## config.mk

```make
export PLATFORM = sky130hd
export DESIGN_NAME = binary_to_bcd_seq_flat
export DESIGN_NICKNAME = d
export VERILOG_FILES = /design/src/rtl/binary_to_bcd_seq_if.sv /design/src/rtl/binary_to_bcd_seq.sv /design/src/flat_wrapper.sv
export SDC_FILE = /design/constraint.sdc
export NUM_CORES = 1
export LEC_CHECK = 0
export ABC_AREA = 1
export CORE_MARGIN = 2
export CORE_UTILIZATION = 48
export CTS_CLUSTER_DIAMETER = 120
export DETAILED_ROUTE_END_ITERATION = 12
export PLACE_DENSITY = 0.74
export SKIP_CTS_REPAIR_TIMING = 1
export SLEW_MARGIN = 40
export SYNTH_ARGS = -nofsm -noshare
export SYNTH_HDL_FRONTEND = slang
export SYNTH_SLANG_ARGS = --single-unit
```

## constraint.sdc

```tcl
create_clock -name i_clk -period 1.5 [get_ports i_clk]
set_clock_uncertainty 0.15 [all_clocks]
set_input_delay 0.3 -clock i_clk [delete_from_list [all_inputs] [get_ports i_clk]]
set_output_delay 0.3 -clock i_clk [all_outputs]
set_load 0.005 [all_outputs]
```

## src/rtl/binary_to_bcd_seq_if.sv

```systemverilog
// rtl/binary_to_bcd_seq_if.sv - request/result handshake bundle for the serial binary-to-BCD converter
interface binary_to_bcd_seq_if #(
  parameter int BIN_WIDTH = 7,
  parameter int DIGITS    = 2
);
  logic                  i_valid;
  logic [BIN_WIDTH-1:0]  i_binary;
  logic                  o_ready;
  logic                  o_valid;
  logic [4*DIGITS-1:0]   o_bcd;
  logic                  o_overflow;

  modport master (
    output i_valid, i_binary,
    input  o_ready, o_valid, o_bcd, o_overflow
  );

  modport slave (
    input  i_valid, i_binary,
    output o_ready, o_valid, o_bcd, o_overflow
  );
endinterface

```

## src/rtl/binary_to_bcd_seq.sv

```systemverilog
// rtl/binary_to_bcd_seq.sv - iterative double-dabble converter, one input bit per clock, saturating on overflow
module binary_to_bcd_seq #(
  parameter int BIN_WIDTH = 7,
  parameter int DIGITS    = 2
) (
  input  logic                i_clk,
  input  logic                i_reset_n,
  binary_to_bcd_seq_if.slave  bus
);
  localparam int BW = 4 * DIGITS;
  localparam int CW = $clog2(BIN_WIDTH);

  typedef enum logic [1:0] {S_IDLE, S_SHIFT, S_DONE} state_t;

  state_t                state_q;
  logic [BIN_WIDTH-1:0]  shift_q;
  logic [BW-1:0]         acc_q;
  logic [CW-1:0]         cnt_q;
  logic                  ovf_q;
  logic                  ready_q;
  logic                  valid_q;
  logic [BW-1:0]         bcd_q;
  logic                  ovf_out_q;

  logic [BW-1:0]         acc_adj_d;
  logic [BW-1:0]         acc_d;
  logic                  ovf_d;

  // Digits are corrected independently; a carry out of the top digit is lost and flagged instead.
  always_comb begin
    acc_adj_d = acc_q;
    for (int k = 0; k < DIGITS; k++) begin
      if (acc_q[4*k +: 4] >= 4'd5) begin
        acc_adj_d[4*k +: 4] = acc_q[4*k +: 4] + 4'd3;
      end
    end
    acc_d = {acc_adj_d[BW-2:0], shift_q[BIN_WIDTH-1]};
    ovf_d = ovf_q | acc_adj_d[BW-1];
  end

  always_ff @(posedge i_clk or negedge i_reset_n) begin
    if (!i_reset_n) begin
      state_q   <= S_IDLE;
      shift_q   <= '0;
      acc_q     <= '0;
      cnt_q     <= '0;
      ovf_q     <= 1'b0;
      ready_q   <= 1'b1;
      valid_q   <= 1'b0;
      bcd_q     <= '0;
      ovf_out_q <= 1'b0;
    end else begin
      valid_q <= 1'b0;
      case (state_q)
        S_IDLE, S_DONE: begin
          if (bus.i_valid) begin
            shift_q <= bus.i_binary;
            acc_q   <= '0;
            ovf_q   <= 1'b0;
            cnt_q   <= CW'(BIN_WIDTH - 1);
            ready_q <= 1'b0;
            state_q <= S_SHIFT;
          end else begin
            ready_q <= 1'b1;
            state_q <= S_IDLE;
          end
        end
        S_SHIFT: begin
          acc_q   <= acc_d;
          shift_q <= {shift_q[BIN_WIDTH-2:0], 1'b0};
          ovf_q   <= ovf_d;
          if (cnt_q == '0) begin
            state_q   <= S_DONE;
            ready_q   <= 1'b1;
            valid_q   <= 1'b1;
            bcd_q     <= ovf_d ? {DIGITS{4'h9}} : acc_d;
            ovf_out_q <= ovf_d;
          end else begin
            cnt_q <= cnt_q - CW'(1);
          end
        end
        default: begin
          ready_q <= 1'b1;
          state_q <= S_IDLE;
        end
      endcase
    end
  end

  assign bus.o_ready    = ready_q;
  assign bus.o_valid    = valid_q;
  assign bus.o_bcd      = bcd_q;
  assign bus.o_overflow = ovf_out_q;
endmodule
```

## src/flat_wrapper.sv

```systemverilog
// flat-port wrapper written by rule: the top's interface ports become plain ports
module binary_to_bcd_seq_flat 
#(
  parameter int BIN_WIDTH = 7,
  parameter int DIGITS    = 2
)
  (i_clk, i_reset_n, bus_i_valid, bus_i_binary, bus_o_ready, bus_o_valid, bus_o_bcd, bus_o_overflow);
  binary_to_bcd_seq_if #(.BIN_WIDTH(BIN_WIDTH), .DIGITS(DIGITS)) bus_i ();
  input  logic i_clk;
  input  logic i_reset_n;
  input wire logic [$bits(bus_i.i_valid)-1:0] bus_i_valid;
  input wire logic [$bits(bus_i.i_binary)-1:0] bus_i_binary;
  output wire logic [$bits(bus_i.o_ready)-1:0] bus_o_ready;
  output wire logic [$bits(bus_i.o_valid)-1:0] bus_o_valid;
  output wire logic [$bits(bus_i.o_bcd)-1:0] bus_o_bcd;
  output wire logic [$bits(bus_i.o_overflow)-1:0] bus_o_overflow;
  assign bus_i.i_valid = bus_i_valid;
  assign bus_i.i_binary = bus_i_binary;
  assign bus_o_ready = bus_i.o_ready;
  assign bus_o_valid = bus_i.o_valid;
  assign bus_o_bcd = bus_i.o_bcd;
  assign bus_o_overflow = bus_i.o_overflow;
  binary_to_bcd_seq #(.BIN_WIDTH(BIN_WIDTH), .DIGITS(DIGITS)) u_core (.i_clk(i_clk), .i_reset_n(i_reset_n), .bus(bus_i));
endmodule
```

* Word-level counts from Yosys, hierarchy flattened
Cells that the tools add are included.
** Word-level totals
- Bits in registers :: 32
- Input port bits :: 10
- Output and inout bits :: 11
- Word-level logic and storage cells :: 47
** Cells by class
- Add/sub/neg operators :: 3
- Order comparisons :: 2
- Equal/unequal tests :: 5
- Mux-type cells :: 20
- Bitwise logic cells :: 1
- Reduce and logical (&&, ||, !) cells :: 7
** Operator list (count)
- 8-bit two-way mux :: 2
- 8-bit case mux with 2 select lines :: 1
- 7-bit case mux with 2 select lines :: 1
- 4-bit by 2-bit adder with 4-bit output (second input constant) :: 2
- 4-bit by 3-bit greater-or-equal comparator with 1-bit output (second input constant) :: 2
- 4-bit two-way mux :: 2
- 7-bit two-way mux :: 1
- 1-bit two-way mux :: 6
- 3-bit two-way mux :: 2
- 3-bit case mux with 2 select lines :: 1
- 2-bit != test (second input constant) :: 2
- 1-bit case mux with 2 select lines :: 2
- 2-bit case mux with 2 select lines :: 1
- 2-bit AND reduction :: 2
- 3-bit logical NOT :: 1
- 3-bit AND reduction :: 1
- 3-bit by 1-bit subtractor with 3-bit output (second input constant) :: 1
- 2-bit by 1-bit == test with 1-bit output (second input constant) :: 1
- 2-bit == test (second input constant) :: 1
- 2-bit logical NOT :: 1
- 2-bit two-way mux :: 1
- 2-bit by 1-bit != test with 1-bit output (second input constant) :: 1
- 2-bit nonzero test :: 1
- 2-bit OR reduction :: 1
- 1-bit OR :: 1

* Logic depth before layout (Yosys ltp)
- Word-level depth :: 4
- Depth in mapped cells :: 11
- Gate-level depth less buffers :: 11

* Least setup slack after synthesis
OpenSTA, ideal clock, no wires.
- Path type :: register to register
- Start point :: register u_core.acc_q[4]
- End point :: register u_core.bcd_q[7] (netlist: u_core.bus.o_bcd[7])
- Data arrival time :: 1.161 ns
- Required time :: 1.222 ns
- Setup slack :: 0.061 ns
- Cell stages (with the launch flop) :: 7
- Buffers on the path :: 0
- Clock period less this slack :: 1.439 ns
- Cells stage by stage :: dfrtp_1 > inv_1 > ha_1 > or2_2 > nand3_1 > or2_1 > nand3_1
** On the way
- Longest elaborated chain between the ends :: 4
- Elaborated cells between the ends (all ways) :: 5
** RTL lines
- start: declaration :: line binary_to_bcd_seq.sv:17 : logic [BW-1:0] acc_q;
- start signal: assignment :: line binary_to_bcd_seq.sv:45 : acc_q <= '0;
- start signal: assignment :: line binary_to_bcd_seq.sv:58 : acc_q <= '0;
- start signal: assignment :: line binary_to_bcd_seq.sv:69 : acc_q <= acc_d;
- 4-bit by 2-bit adder with 4-bit output or 4-bit by 3-bit greater-or-equal comparator with 1-bit output (tied branches) :: line binary_to_bcd_seq.sv:34, binary_to_bcd_seq.sv:33
- 4-bit two-way mux (*) :: line binary_to_bcd_seq.sv:33 : if (acc_q[4*k +: 4] >= 4'd5) begin
- 1-bit OR :: line binary_to_bcd_seq.sv:38 : ovf_d = ovf_q | acc_adj_d[BW-1];
- 8-bit two-way mux (*) :: line binary_to_bcd_seq.sv:76 : bcd_q <= ovf_d ? {DIGITS{4'h9}} : acc_d;
- end signal: assignment :: line binary_to_bcd_seq.sv:76
- end: declaration :: line binary_to_bcd_seq.sv:22 : logic [BW-1:0] bcd_q;
Mark *: on every way between the ends. The rest lies on a longest branch, timed or not.
A chain may end at the register's enable or synchronous reset.

* Worst setup path after layout
- Start point :: register u_core.acc_q[5]
- End point :: register u_core.bcd_q[5] (netlist: u_core.bus.o_bcd[5])
Same word-level chain as after synthesis.

==> flow_metrics.env <==
export IMPL_antenna_cells=0
export IMPL_path_class="flip-flop to flip-flop"
export IMPL_clockRootBuffer="clkbuf_4"
export IMPL_num_nets_final=245
export IMPL_seq_power_share_pct=30.5
export IMPL_syn_area_mm2=0.00157
export IMPL_synthAdderAreaFrac_pct=4.77
export IMPL_finalPower_mw=4.86
export IMPL_grt_setup_unrepaired="yes"
export IMPL_seqCellArea_um2=802
export IMPL_synth_compound_gate_area_share_pct=13.0
export IMPL_drive_above_1_share_pct=28.7
export IMPL_place_congestion=0.962
export IMPL_fin_cells=274
export IMPL_dieWidth_um=61.3
export IMPL_cp_max_fo=4
export IMPL_hold_path_class="primary input to async pin"
export IMPL_worst_r2r_startpoint="u_core.acc_q[5]$_DFFE_PN0P_"
export IMPL_drc_errors=0
export IMPL_crit_path_start="u_core.acc_q[5]$_DFFE_PN0P_"
export IMPL_r2r_cells=9
export IMPL_drtIter0Drc=49
export IMPL_hpwlAfterDp_um=2390
export IMPL_ant_nets=0
export IMPL_wl_per_cell_um=14.0
export IMPL_synth_cell_types=23
export IMPL_syn2layout_area_growth_pct=38.8
export IMPL_status="finished, violations left"
export IMPL_fin_ws_ns=-0.0217
export IMPL_synth_xor_area_share_pct=0
export IMPL_vias_per_cell=5.16
export IMPL_report_final_setup_viol=3
export IMPL_synth_nets=199
export IMPL_rows=20
export IMPL_synth_top_family_by_area="simple AND/OR/NAND/NOR gates"
export IMPL_clk_latency_ns=0.33
export IMPL_place_area_mm2=0.00188
export IMPL_start_util_pct=51.1
export IMPL_core_area_mm2=0.00308
export IMPL_arrival_ns=1.61
export IMPL_grt_max_degree=22
export IMPL_synthSimpleGateAreaFrac_pct=22.7
export IMPL_leakage_nw=1.19
export IMPL_grt_pass1_vias=1340
export IMPL_tightest_slew_ns=0.291
export IMPL_ys_seq_area_share_pct=51.0
export IMPL_regToRegSetupSlack_ns=-0.02
export IMPL_final_common_cell="nand2_1"
export IMPL_startpoint_type="flip-flop"
export IMPL_max_freq_mhz=657
export IMPL_dr_pass1_iters=4
export IMPL_mostFrequentLayoutCells="nand2_1, dfrtp_1, buf_4"
export IMPL_cp_end_kind="flip-flop"
export IMPL_design_area_mm2=0.00218
export IMPL_failed_checks="negative setup slack"
export IMPL_clkSlewWorstSetupHoldPaths_ns=0.11
export IMPL_combPwrFrac_pct=58.7
export IMPL_ir_drop_mv=1.22
export IMPL_io_pins=21
export IMPL_gr_usage_all_layers_pct=20.4
export IMPL_clkPwrFrac_pct=10.7
export IMPL_grt_pass1_wl_um=5580
export IMPL_grt_antenna_before_repair=0
export IMPL_yosys_warnings=0
export IMPL_grt_overflow=0
export IMPL_cts_path_max_buffers=2
export IMPL_maxCapViolCount=0
export IMPL_syn_avg_cell_area_um2=8.60
export IMPL_met3_length_um=191
export IMPL_maxUsedRoutingLayer="met4"
export IMPL_power_density_mw_per_mm2=2220
export IMPL_place_inst=255
export IMPL_relSlewSlack_pct=80.4
export IMPL_syn_inst=183
export IMPL_cts_tree="yes"
export IMPL_multi_input_area_um2=774
export IMPL_die_height_um=61.3
export IMPL_ys_ff_latch=32
export IMPL_cts_buffers=5
export IMPL_routed_wl_um=3830
export IMPL_maxSlewViolCount=0
export IMPL_required_ns=1.58
export IMPL_switching_share_pct=44.4
export IMPL_dieArea_mm2=0.00375
export IMPL_fill_cells=249
export IMPL_hold_ws_ns=0.161
export IMPL_p_int_mw=2.70
export IMPL_routedLengthMet1_um=1540
export IMPL_period_minus_slack_ns=1.52
export IMPL_io_buffers=20
export IMPL_clock_sinks=32
export IMPL_fin_crit_sh_pct=101
export IMPL_hold_viol_final=0
export IMPL_via_count=1413
export IMPL_synth_mux_area_share_pct=0
export IMPL_htreeDepth=2
export IMPL_r2r_end="u_core.bus.o_bcd[5]$_DFFE_PN0P_"
export IMPL_p_switching_mw=2.15
export IMPL_wl_met2_um=2010
==> layer usage <==
metal  track usage (%)  vias to the layer above
met1              24.4                      678
met5                 0                        -
li1                  -                      684
met4              12.4                        0
met2              33.3                       41
met3              5.04                       10
==> power groups by stage <==
stage	sequential (mW)	clock, mW	combinational, mW
final	1.48	0.521	2.85
after global routing	1.51	0.561	3.17
after CTS	1.45	0.527	2.28
after detailed placement	1.46	0	2.26
after global placement	1.45	0	2.15
after floorplan	1.45	0	1.52
==> cell type report <==
| type | count | area share, % |
|---|---|---|
| timing repair buffer | 41 | 17.6 |
| clock inverter | 2 | 0.458 |
| clock buffer | 6 | 2.35 |
| multi-input combinational | 122 | 35.5 |
| inverter | 27 | 4.87 |
| tap | 44 | 2.52 |
| sequential | 32 | 36.7 |
==> synth_stat cells <==
master | instances | share of area [%]
a21oi_1 | 4 | 1.3
a31oi_1 | 1 | 0.40
buf_4 | 1 | 0.48
buf_6 | 2 | 1.4
dfrtp_1 | 31 | 49
dfstp_2 | 1 | 1.7
ha_1 | 6 | 4.8
inv_1 | 24 | 5.7
inv_2 | 2 | 0.48
inv_6 | 1 | 0.56
nand2_1 | 55 | 13
nand2_2 | 1 | 0.40
nand2_4 | 1 | 0.72
nand3_1 | 8 | 2.5
nand4_1 | 1 | 0.40
nor2_1 | 9 | 2.1
nor2_8 | 2 | 2.5
o211ai_1 | 6 | 2.9
o21ai_0 | 17 | 5.4
o21ai_1 | 2 | 0.64
o22ai_1 | 6 | 2.4
or2_1 | 1 | 0.40
or2_2 | 1 | 0.40
==> sequential cells by signal (all words and copies together) (netlist names) <==
name,count
u_core.acc_q,8
u_core.bus.o_bcd,8
u_core.bus.o_overflow,1
u_core.bus.o_ready,1
u_core.bus.o_valid,1
u_core.cnt_q,3
u_core.ovf_q,1
u_core.shift_q,7
u_core.state_q,2
==> per-stage QoR <==
stage / setup slack, ns / TNS, ns / util (%)
final: -0.0217 / -0.0559 / 71.0
after global routing: -0.100 / -0.450 / 71.0
after CTS: -0.326 / -2.28 / 63.1
after global placement: -0.0110 / -0.0119 / 61.1
after floorplan: 0.0615 / 0 / -
after detailed placement: -0.0844 / -0.363 / 61.1
==> how the worst max path moves through the flow <==
stage	to	slack [ns]	depth (start not counted)
2_1_floorplan	u_core.bus.o_bcd[7]$_DFFE_PN0P_	0.06	6
3_5_place_dp	u_core.bus.o_bcd[6]$_DFFE_PN0P_	-0.08	10
5_1_grt	u_core.bus.o_bcd[5]$_DFFE_PN0P_	-0.10	9
4_1_cts	bus_o_ready	-0.33	1
3_3_place_gp	u_core.bus.o_bcd[6]$_DFFE_PN0P_	-0.01	8
6_report	u_core.bus.o_bcd[5]$_DFFE_PN0P_	-0.02	9
==> critical path, stage by stage, from the launching register on <==
cell and delay (ns):
dfrtp_1 0.42, inv_2 0.13, ha_4 0.20, nand2_2 0.07
nand2_4 0.09, nand3_1 0.10, nand2_2 0.10, nor2_2 0.04
nand2_1 0.07, nand2_1 0.05
==> kinds of logic (layout without fill, tap and decap cells) <==
kind of cell,after synthesis,in the layout
buf+inv,30,76
simple gates,79,80
flops,32,32
fa+ha+maj,6,6
compound gates,36,36
No activity file was read; power rests on OpenSTA's default activity.
